<file path="src/rtl/axis_wb_rx_capture_if.sv">
// Bus bundle for the frame capture block: Wishbone slave port plus the AXI-Stream sink.
// The master modport is the bus/stream driver side; the slave modport is the capture block.
interface axis_wb_rx_capture_if #(
  parameter int USER_WIDTH = 1
);
  logic [31:0]           wbs_addr_i;
  logic [31:0]           wbs_data_i;
  logic [31:0]           wbs_data_o;
  logic                  wbs_we_i;
  logic                  wbs_stb_i;
  logic                  wbs_ack_o;
  logic [7:0]            s_axis_tdata;
  logic                  s_axis_tvalid;
  logic                  s_axis_tready;
  logic                  s_axis_tlast;
  logic [USER_WIDTH-1:0] s_axis_tuser;

  modport master (
    output wbs_addr_i, wbs_data_i, wbs_we_i, wbs_stb_i,
    output s_axis_tdata, s_axis_tvalid, s_axis_tlast, s_axis_tuser,
    input  wbs_data_o, wbs_ack_o, s_axis_tready
  );

  modport slave (
    input  wbs_addr_i, wbs_data_i, wbs_we_i, wbs_stb_i,
    input  s_axis_tdata, s_axis_tvalid, s_axis_tlast, s_axis_tuser,
    output wbs_data_o, wbs_ack_o, s_axis_tready
  );
endinterface

</file>
<file path="src/rtl/axis_wb_rx_capture.sv">
// AXI-Stream frame sink: captures one frame into a byte buffer and hands it to firmware
// over Wishbone (poll STAT, drain DATA, release via CTRL).
module axis_wb_rx_capture #(
  parameter logic [31:0] BASE_ADDR  = 32'h0300_0200,
  parameter int          BUF_DEPTH  = 256,
  parameter int          DATA_WIDTH = 8,
  parameter int          USER_WIDTH = 1
) (
  input logic                 clk,
  input logic                 rst,
  axis_wb_rx_capture_if.slave bus
);
  localparam int PW = $clog2(BUF_DEPTH);
  localparam int LW = PW + 1;

  typedef enum logic [1:0] {IDLE, RECV, DROP, HOLD} state_e;

  state_e          state_q, state_d;
  logic [PW-1:0]   wrPtr_q, wrPtr_d;
  logic [LW-1:0]   rdPtr_q, rdPtr_d;
  logic [LW-1:0]   len_q, len_d;
  logic            enable_q, enable_d;
  logic            valid_q, valid_d;
  logic            ovf_q, ovf_d;
  logic [31:0]     fcnt_q, fcnt_d;
  logic [31:0]     dcnt_q, dcnt_d;
  logic            ack_q;
  logic [31:0]     rdata_q, rdata_d;
  logic [DATA_WIDTH-1:0] bufMem [BUF_DEPTH];

  logic [7:0]            wbOff;
  logic                  wbHit, wbAccess, wbWrite, wbRead;
  logic                  ctrlWrite, releaseReq, clearOvf, dataRead;
  logic                  tready, beat, bufWe;
  logic [USER_WIDTH-1:0] tuser;
  logic                  unused_wdata;

  assign wbOff      = bus.wbs_addr_i[7:0];
  assign wbHit      = (bus.wbs_addr_i[31:8] == BASE_ADDR[31:8]) && (wbOff <= 8'h10);
  assign wbAccess   = bus.wbs_stb_i && wbHit && !ack_q;
  assign wbWrite    = wbAccess && bus.wbs_we_i;
  assign wbRead     = wbAccess && !bus.wbs_we_i;
  assign ctrlWrite  = wbWrite && (wbOff == 8'h00);
  assign releaseReq = ctrlWrite && bus.wbs_data_i[1];
  assign clearOvf   = ctrlWrite && bus.wbs_data_i[2];
  assign dataRead   = wbRead && (wbOff == 8'h08);
  assign tuser      = bus.s_axis_tuser;
  assign beat       = bus.s_axis_tvalid && tready;
  assign unused_wdata = ^bus.wbs_data_i[31:3];

  assign bus.wbs_ack_o     = ack_q;
  assign bus.wbs_data_o    = rdata_q;
  assign bus.s_axis_tready = tready;

  // With enable dropped and no frame in progress, RECV stops accepting and falls back to IDLE.
  always_comb begin
    tready = 1'b0;
    case (state_q)
      RECV:    tready = enable_q || (wrPtr_q != '0);
      DROP:    tready = 1'b1;
      default: tready = 1'b0;
    endcase
  end

  always_comb begin
    state_d  = state_q;
    wrPtr_d  = wrPtr_q;
    rdPtr_d  = rdPtr_q;
    len_d    = len_q;
    valid_d  = valid_q;
    ovf_d    = ovf_q;
    fcnt_d   = fcnt_q;
    dcnt_d   = dcnt_q;
    bufWe    = 1'b0;
    enable_d = ctrlWrite ? bus.wbs_data_i[0] : enable_q;
    if (clearOvf) ovf_d = 1'b0;
    if (dataRead && (rdPtr_q < len_q)) rdPtr_d = rdPtr_q + 1'b1;
    unique case (state_q)
      IDLE: begin
        if (enable_q) begin
          state_d = RECV;
          wrPtr_d = '0;
        end
      end
      RECV: begin
        if (!enable_q && (wrPtr_q == '0)) begin
          state_d = IDLE;
        end else if (beat) begin
          // Enable removed mid-frame: the rest of the frame is thrown away and counted as dropped.
          if (!enable_q) begin
            if (bus.s_axis_tlast) begin
              dcnt_d  = dcnt_q + 32'd1;
              wrPtr_d = '0;
              state_d = IDLE;
            end else begin
              state_d = DROP;
            end
          end else begin
            bufWe = 1'b1;
            if (bus.s_axis_tlast) begin
              if (tuser[0]) begin
                dcnt_d  = dcnt_q + 32'd1;
                wrPtr_d = '0;
              end else begin
                state_d = HOLD;
                len_d   = LW'(wrPtr_q) + 1'b1;
                valid_d = 1'b1;
                fcnt_d  = fcnt_q + 32'd1;
                rdPtr_d = '0;
              end
            end else if (wrPtr_q == PW'(BUF_DEPTH - 1)) begin
              state_d = DROP;
              ovf_d   = 1'b1;
            end else begin
              wrPtr_d = wrPtr_q + 1'b1;
            end
          end
        end
      end
      DROP: begin
        if (beat && bus.s_axis_tlast) begin
          dcnt_d  = dcnt_q + 32'd1;
          wrPtr_d = '0;
          state_d = enable_q ? RECV : IDLE;
        end
      end
      HOLD: begin
        if (releaseReq) begin
          valid_d = 1'b0;
          wrPtr_d = '0;
          state_d = enable_d ? RECV : IDLE;
        end
      end
    endcase
  end

  // Read data is only driven during the ack cycle; it is zero otherwise.
  always_comb begin
    rdata_d = '0;
    if (wbRead) begin
      case (wbOff)
        8'h00: rdata_d = {31'b0, enable_q};
        8'h04: rdata_d = {16'(len_q), 14'b0, ovf_q, valid_q};
        8'h08: if (rdPtr_q < len_q) rdata_d = 32'(bufMem[rdPtr_q[PW-1:0]]);
        8'h0C: rdata_d = fcnt_q;
        8'h10: rdata_d = dcnt_q;
        default: rdata_d = '0;
      endcase
    end
  end

  always_ff @(posedge clk or posedge rst) begin
    if (rst) begin
      state_q  <= IDLE;
      wrPtr_q  <= '0;
      rdPtr_q  <= '0;
      len_q    <= '0;
      enable_q <= 1'b0;
      valid_q  <= 1'b0;
      ovf_q    <= 1'b0;
      fcnt_q   <= '0;
      dcnt_q   <= '0;
      ack_q    <= 1'b0;
      rdata_q  <= '0;
    end else begin
      state_q  <= state_d;
      wrPtr_q  <= wrPtr_d;
      rdPtr_q  <= rdPtr_d;
      len_q    <= len_d;
      enable_q <= enable_d;
      valid_q  <= valid_d;
      ovf_q    <= ovf_d;
      fcnt_q   <= fcnt_d;
      dcnt_q   <= dcnt_d;
      ack_q    <= wbAccess;
      rdata_q  <= rdata_d;
    end
  end

  always_ff @(posedge clk) begin
    if (bufWe) bufMem[wrPtr_q] <= bus.s_axis_tdata;
  end
endmodule
</file>
<file path="src/flat_wrapper.sv">
// flat-port wrapper written by rule: the top's interface ports become plain ports
module axis_wb_rx_capture_flat 
#(
  parameter logic [31:0] BASE_ADDR  = 32'h0300_0200,
  parameter int          BUF_DEPTH  = 256,
  parameter int          DATA_WIDTH = 8,
  parameter int          USER_WIDTH = 1
)
  (clk, rst, bus_wbs_addr_i, bus_wbs_data_i, bus_wbs_we_i, bus_wbs_stb_i, bus_s_axis_tdata, bus_s_axis_tvalid, bus_s_axis_tlast, bus_s_axis_tuser, bus_wbs_data_o, bus_wbs_ack_o, bus_s_axis_tready);
  axis_wb_rx_capture_if #(.USER_WIDTH(USER_WIDTH)) bus_i ();
  input logic clk;
  input logic rst;
  input wire logic [$bits(bus_i.wbs_addr_i)-1:0] bus_wbs_addr_i;
  input wire logic [$bits(bus_i.wbs_data_i)-1:0] bus_wbs_data_i;
  input wire logic [$bits(bus_i.wbs_we_i)-1:0] bus_wbs_we_i;
  input wire logic [$bits(bus_i.wbs_stb_i)-1:0] bus_wbs_stb_i;
  input wire logic [$bits(bus_i.s_axis_tdata)-1:0] bus_s_axis_tdata;
  input wire logic [$bits(bus_i.s_axis_tvalid)-1:0] bus_s_axis_tvalid;
  input wire logic [$bits(bus_i.s_axis_tlast)-1:0] bus_s_axis_tlast;
  input wire logic [$bits(bus_i.s_axis_tuser)-1:0] bus_s_axis_tuser;
  output wire logic [$bits(bus_i.wbs_data_o)-1:0] bus_wbs_data_o;
  output wire logic [$bits(bus_i.wbs_ack_o)-1:0] bus_wbs_ack_o;
  output wire logic [$bits(bus_i.s_axis_tready)-1:0] bus_s_axis_tready;
  assign bus_i.wbs_addr_i = bus_wbs_addr_i;
  assign bus_i.wbs_data_i = bus_wbs_data_i;
  assign bus_i.wbs_we_i = bus_wbs_we_i;
  assign bus_i.wbs_stb_i = bus_wbs_stb_i;
  assign bus_i.s_axis_tdata = bus_s_axis_tdata;
  assign bus_i.s_axis_tvalid = bus_s_axis_tvalid;
  assign bus_i.s_axis_tlast = bus_s_axis_tlast;
  assign bus_i.s_axis_tuser = bus_s_axis_tuser;
  assign bus_wbs_data_o = bus_i.wbs_data_o;
  assign bus_wbs_ack_o = bus_i.wbs_ack_o;
  assign bus_s_axis_tready = bus_i.s_axis_tready;
  axis_wb_rx_capture #(.BASE_ADDR(BASE_ADDR), .BUF_DEPTH(BUF_DEPTH), .DATA_WIDTH(DATA_WIDTH), .USER_WIDTH(USER_WIDTH)) u_core (.clk(clk), .rst(rst), .bus(bus_i));
endmodule
</file>
<file path="config.mk">
export PLATFORM = sky130hd
export DESIGN_NAME = axis_wb_rx_capture_flat
export DESIGN_NICKNAME = d
export VERILOG_FILES = /design/src/rtl/axis_wb_rx_capture_if.sv /design/src/rtl/axis_wb_rx_capture.sv /design/src/flat_wrapper.sv
export SDC_FILE = /design/constraint.sdc
export NUM_CORES = 2
export LEC_CHECK = 0
export CAP_MARGIN = 20
export CORE_ASPECT_RATIO = 2
export CORE_UTILIZATION = 50
export DETAILED_ROUTE_END_ITERATION = 8
export MAX_ROUTING_LAYER = met4
export PLACE_DENSITY = 0.71
export SLEW_MARGIN = 10
export SYNTH_ARGS = -nofsm -noshare
export SYNTH_HDL_FRONTEND = slang
export SYNTH_SLANG_ARGS = --single-unit
</file>
<file path="constraint.sdc">
create_clock -name clk -period 5.85 [get_ports clk]
set_clock_uncertainty 0.2 [all_clocks]
set_input_delay 1.17 -clock clk [delete_from_list [all_inputs] [get_ports clk]]
set_output_delay 1.17 -clock clk [all_outputs]
set_load 0.01 [all_outputs]
</file>
# Word-level counts from Yosys, hierarchy flattened
# Memory sizes are Yosys's and may differ from the RTL's.
# Index checks and enable logic that the tools add are counted.
[word_totals]
regBits = 128
ramBits = 2048
in_bits = 79
wordCells = 137
memories = 1
[classes]
add_sub_neg = 5
magnitude_cmp = 2
eq_ne = 24
muxes = 64
bitwise = 2
reduce_logical = 28
[mem_list]
columns = ["name", "depth", "width", "rd", "rd_clocked_by_memory_dff", "wr", "line_no", "text"]
rows = [
  ["u_core.bufMem", 256, 8, 1, 0, 1, "axis_wb_rx_capture.sv:29", "logic [DATA_WIDTH-1:0] bufMem [BUF_DEPTH];"],
]
[ops]
columns = ["operator", "n"]
rows = [
  ["32-bit 2-to-1 mux", 8],
  ["32-bit case mux with 5 select lines", 1],
  ["8-bit 2-to-1 mux", 11],
  ["32-bit by 1-bit adder with 32-bit output (second input constant)", 2],
  ["32-bit case mux with 2 select lines", 1],
  ["9-bit 2-to-1 mux", 7],
  ["8-bit case mux with 4 select lines", 1],
  ["24-bit by 18-bit == test with 1-bit output (second input constant)", 1],
  ["1-bit 2-to-1 mux", 22],
  ["2-bit 2-to-1 mux", 10],
  ["6-bit AND reduction", 3],
  ["8-bit by 4-bit == test with 1-bit output (second input constant)", 2],
  ["8-bit zero test", 2],
  ["1-bit logical AND", 13],
  ["2-bit by 1-bit != test with 1-bit output (second input constant)", 5],
  ["5-bit != test (second input constant)", 2],
  ["8-bit by 1-bit adder with 9-bit output (second input constant)", 1],
  ["9-bit by 1-bit adder with 9-bit output (second input constant)", 1],
  ["9-bit < comparator", 1],
  ["8-bit by 1-bit adder with 8-bit output (second input constant)", 1],
  ["8-bit by 3-bit == test with 1-bit output (second input constant)", 1],
  ["8-bit by 5-bit == test with 1-bit output (second input constant)", 1],
  ["8-bit == test (second input constant)", 1],
  ["8-bit by 5-bit less-or-equal comparator with 1-bit output (second input constant)", 1],
  ["17 further kinds", 26],
]

# Logic depth before layout (Yosys ltp)
[depth]
depth_word = 14
mapped_depth = 13
depth_no_buf = 9

# Least setup slack after synthesis
# OpenSTA, ideal clock, no wires.
[synth_path]
path_kind = "in2reg"
start = "in bus_wbs_addr_i[8]"
end = "reg u_core.wrPtr_q[7]"
t_arrival_ns = 3.221
path_slack_ns = 2.319
stages = 8
path_cell_list = "nor4b_1 -> nand4_1 -> nor3_1 -> nand2_1 -> a221o_1 -> or2_2 -> clkbuf_1 -> o41ai_1"
[synth_between]
elab_chain_cells = 9
[synth_lines]
columns = ["element", "line_no", "text"]
rows = [
  ["from (decl)", "flat_wrapper.sv:13", "input wire logic [$bits(bus_i.wbs_addr_i)-1:0] bus_wbs_addr_i;"],
  ["24-bit by 18-bit == test with 1-bit output", "axis_wb_rx_capture.sv:39", "assign wbHit = (bus.wbs_addr_i[31:8] == BASE_ADDR[31:8]) && (wbOff <= 8'h10);"],
  ["1-bit logical AND", "axis_wb_rx_capture.sv:39", ""],
  ["1-bit logical AND (2 in a row)", "axis_wb_rx_capture.sv:40", "assign wbAccess = bus.wbs_stb_i && wbHit && !ack_q;"],
  ["1-bit logical AND", "axis_wb_rx_capture.sv:41", "assign wbWrite = wbAccess && bus.wbs_we_i;"],
  ["1-bit logical AND", "axis_wb_rx_capture.sv:43", "assign ctrlWrite = wbWrite && (wbOff == 8'h00);"],
  ["1-bit logical AND", "axis_wb_rx_capture.sv:44", "assign releaseReq = ctrlWrite && bus.wbs_data_i[1];"],
  ["2-bit by 1-bit != test with 1-bit output (no line)", "n/a", ""],
  ["8-bit AND reduction (no line)", "n/a", ""],
  ["to (signal assigned)", "axis_wb_rx_capture.sv:167", "wrPtr_q <= wrPtr_d;"],
  ["to (decl)", "axis_wb_rx_capture.sv:19", "logic [PW-1:0] wrPtr_q, wrPtr_d;"],
]
# Every way passes these cells.
# A chain may end at the register's enable or synchronous reset.

# Final worst setup path
[layout_path]
start = "reg u_core.wrPtr_q[0]"
end = "out bus_s_axis_tready"
[layout_between]
elab_chain_cells = 3
[layout_lines]
columns = ["element", "line_no", "text"]
rows = [
  ["8-bit nonzero test", "axis_wb_rx_capture.sv:59", "RECV: tready = enable_q || (wrPtr_q != '0);"],
  ["1-bit logical OR", "axis_wb_rx_capture.sv:59", ""],
  ["1-bit case mux with 2 select lines", "axis_wb_rx_capture.sv:58", "case (state_q)"],
  ["to (decl)", "flat_wrapper.sv:23", "output wire logic [$bits(bus_i.s_axis_tready)-1:0] bus_s_axis_tready;"],
]
# Every way passes these cells.

==> run_results.csv <==
group,metric,value,unit
timing,max_freq,216,MHz
finish,final_common_cell,"sky130_fd_sc_hd__edfxtp_1",
placed_design,dp_slack,1120,ps
routing,drt_iter0_markers,4269,
clock_network,clkSinkCount,2176,
routing,wire_length_per_cell_after_detailed_routing,31.4,um
logic_synthesis,post_synth_num_cell_types,73,
die,dieWidth,295,um
global_route,global_route_congestion_overflow_total,0,
logic_synthesis,yosys_most_used_dff,"sky130_fd_sc_hd__edfxtp_1",
critical_path,crit_path_max_fanout,9,
power,power,29.5,mW
timing,hold_viol,0,
placed_design,post-place-cells,6622,
die,fp.coreArea,0.170,mm^2
finish,areaGrowthSynthToFinish,11.9,%
logic_synthesis,syn-mean-instance-area,19.9,um^2
clock_network,tritoncts,"built",
global_route,grt_max_degree,143,
routing,num_vias,43600,
timing,slew_viol_final,0,
finish,final_cell_area,0.0960,mm^2
timing,layout_setup_ws,1230,ps
critical_path,crit_path_start_kind,"flip-flop",
power,power.density,307,mW/mm^2
logic_synthesis,synth_async_sr_flop_share,0.0588,
placed_design,gp_congestion,0.902,
finish,drive_above_1_share,0.217,
logic_synthesis,netlist_instances,4309,
timing,worst_hold_slack,283,ps
run,max_cap_violations,0,
finish,leading_cell_types_in_the_layout_fill_and_taps_excluded,"sky130_fd_sc_hd__edfxtp_1, sky130_fd_sc_hd__mux4_2, sky130_fd_sc_hd__nor2_1",
clock_network,clk_root_buffer_cell,"sky130_fd_sc_hd__clkbuf_16",
placed_design,place.port_buffers,83,
global_route,global_route.usage.total,0.261,
timing,finalCriticalPeriod,4620,ps
global_route,antenna_found_initial,2,
worst_hold_path,timing.hold.worst.class,"flip-flop to flip-flop",
run_status,outcome,"complete, no violations",
logic_synthesis,yosys_register_bits,2176,
clock_network,setup_fix_buffers_added_after_clock_tree_synthesis,0,
clock_network,cts_buf_count,177,
logic_synthesis,synth-edff-count,2048,
logic_synthesis,ys_warn_count,0,
routing,route.detailed.vias_per_inst,6.28,
timing,timing.final.setup_violations,0,
global_route,first_global_vias,44500,
clock_network,cts.hold.buffers_added,0,
critical_path,critical_path_class,"flip-flop to primary output",
clock_network,clk_latency,850,ps
logic_synthesis,syn_nets,4407,
logic_synthesis,synth_seq_area_share,0.754,
critical_path,worst_setup_end_kind,"primary output",
power,vdd.ir_drop.worst,0.000206,V
die,fp.dieH,588,um
critical_path,crit_required,4480,ps
clock_network,cts-htree-levels,4,
timing,setup_tns,0,ps
finish,stdcell_count,6938,
routing,route.antenna.remaining_nets,0,
placed_design,detailedPlacementHpwl,136000,um
routing,route.detailed.drc,0,
timing,grt_setup_unrepaired,"false",
clock_network,cts_repair_resize_count,0,
die,area_of_the_die,0.173,mm^2
routing,wirelength,218000,um
power,static-leakage-power,29.6,nW
clock_network,path_clk_slew,70,ps
placed_design,placed_area,0.0902,mm^2
timing,actual_transition_at_the_worst_max_transition_pin,1100,ps
routing,tritonroute_pass_1_iters,5,
die,top_level_ports,113,
clock_network,cts.path.max_buffers,4,
critical_path,worst-endpoint-arrival,3250,ps
finish,postLayoutCoreUtil,0.564,
logic_synthesis,synth.cell_area,0.0858,mm^2
timing,post-route-period-util,0.790,
timing,max-slew-margin-rel,0.266,
die,row_count,214,
die,initial_utilization,0.504,
finish,nets,4631,
global_route,global_route_wire_length_before_repair,313000,um
-- logic make-up (layout without fill, tap and decap cells) --
| kind of cell | Yosys count | count (layout) | synth area share |
|---|---|---|---|
| fa+ha+maj | 19 | 19 | 0.00277 |
| flops | 2176 | 2176 | 0.754 |
| compound gates | 367 | 367 | 0.0302 |
| mux | 689 | 689 | 0.153 |
| other cells | 0 | 5 | 0 |
| xor+xnor | 67 | 67 | 0.00684 |
| simple gates | 711 | 711 | 0.0365 |
| buf+inv | 280 | 636 | 0.0159 |
-- power breakdown --
| group | switching, mW | internal, mW |
|---|---|---|
| sequential | 0.0000000337 | 17.0 |
| combinational | 0.269 | 0.0468 |
| clock | 5.43 | 6.75 |
-- worst paths after layout --
check / from / slack [ps] / endpoint / cells after the start
hold reg to reg: u_core.ovf_q / 280 / u_core.ovf_q / 1
max in group asynchronous: rst / 3890 / u_core.len_q[6] / 3
hold / removal: u_core.ovf_q / 280 / u_core.ovf_q / 1
setup / recovery: u_core.wrPtr_q[0] / 1230 / bus_s_axis_tready / 7
min in group asynchronous: rst / 570 / u_core.bus.wbs_data_o[27] / 2
setup reg to reg: u_core.rdPtr_q[0] / 1250 / u_core.bus.wbs_data_o[5] / 7
-- Yosys cell counts, types with 10 or more instances --
| library cell | instances | area, um^2 |
|---|---|---|
| sky130_fd_sc_hd__inv_1 | 30 | 113 |
| sky130_fd_sc_hd__nor4_1 | 15 | 93.8 |
| sky130_fd_sc_hd__o22ai_1 | 39 | 244 |
| sky130_fd_sc_hd__mux2i_1 | 179 | 1790 |
| sky130_fd_sc_hd__buf_1 | 30 | 113 |
| sky130_fd_sc_hd__nand4_1 | 10 | 62.6 |
| sky130_fd_sc_hd__a31oi_1 | 14 | 87.6 |
| sky130_fd_sc_hd__nand3_1 | 46 | 230 |
| sky130_fd_sc_hd__edfxtp_1 | 2048 | 61500 |
| sky130_fd_sc_hd__buf_2 | 50 | 250 |
| sky130_fd_sc_hd__xor2_1 | 21 | 184 |
| sky130_fd_sc_hd__mux4_2 | 500 | 11300 |
| sky130_fd_sc_hd__a211oi_1 | 11 | 82.6 |
| sky130_fd_sc_hd__a21oi_1 | 67 | 335 |
| sky130_fd_sc_hd__and3_1 | 17 | 106 |
| sky130_fd_sc_hd__ha_1 | 19 | 238 |
| sky130_fd_sc_hd__and2_1 | 11 | 68.8 |
| sky130_fd_sc_hd__nor2b_1 | 15 | 93.8 |
| sky130_fd_sc_hd__buf_4 | 36 | 270 |
| sky130_fd_sc_hd__mux2_2 | 10 | 113 |
| sky130_fd_sc_hd__nand2b_1 | 13 | 81.3 |
| sky130_fd_sc_hd__dfrtp_1 | 128 | 3200 |
| sky130_fd_sc_hd__nor3_1 | 34 | 170 |
| sky130_fd_sc_hd__o31ai_1 | 11 | 82.6 |
| sky130_fd_sc_hd__o21ai_0 | 43 | 215 |
| sky130_fd_sc_hd__nor2_1 | 345 | 1290 |
| sky130_fd_sc_hd__o221ai_1 | 68 | 596 |
| sky130_fd_sc_hd__buf_6 | 15 | 169 |
| sky130_fd_sc_hd__xnor2_1 | 46 | 403 |
| sky130_fd_sc_hd__clkbuf_1 | 116 | 435 |
| sky130_fd_sc_hd__a22oi_1 | 40 | 300 |
| sky130_fd_sc_hd__nand2_1 | 164 | 616 |
-- worst max-delay path, stage by stage, from the launching register on --
cell and delay [ps]:
sky130_fd_sc_hd__dfrtp_1 490, sky130_fd_sc_hd__inv_1 130, sky130_fd_sc_hd__ha_1 230, sky130_fd_sc_hd__or3b_2 490
sky130_fd_sc_hd__nor3_1 240, sky130_fd_sc_hd__nand2b_1 190, sky130_fd_sc_hd__a21boi_0 140, sky130_fd_sc_hd__clkdlybuf4s50_1 500
-- final cells by class --
type	count	area [um^2]
Clock inverter	105	1180
Fill cell	12300	74100
Inverter	32	130
Tap cell	2268	2840
Antenna cell	5	12.5
Clock buffer	206	4600
Multi-Input combinational cell	1853	19800
Sequential cell	2176	64700
Timing Repair Buffer	293	2730
-- registers in the layout, summed over array words and instances, names as in the netlist --
name,count
u_core.bufMem,2048
u_core.bus.wbs_data_o,32
u_core.dcnt_q,32
u_core.fcnt_q,32
u_core.len_q,9
u_core.rdPtr_q,9
u_core.wrPtr_q,8
u_core.state_q,2
u_core.bus.wbs_ack_o,1
u_core.enable_q,1
u_core.ovf_q,1
u_core.valid_q,1
-- layer usage --
| layer | share of wire | GRT usage | up-vias |
|---|---|---|---|
| li1 | - | - | 18000 |
| met1 | 0.34 | 0.289 | 23000 |
| met2 | 0.53 | 0.450 | 2025 |
| met3 | 0.068 | 0.0375 | 515 |
| met4 | 0.063 | 0.142 | 0 |
| met5 | 0 | - | - |
No activity file was read; power rests on OpenSTA's default activity.
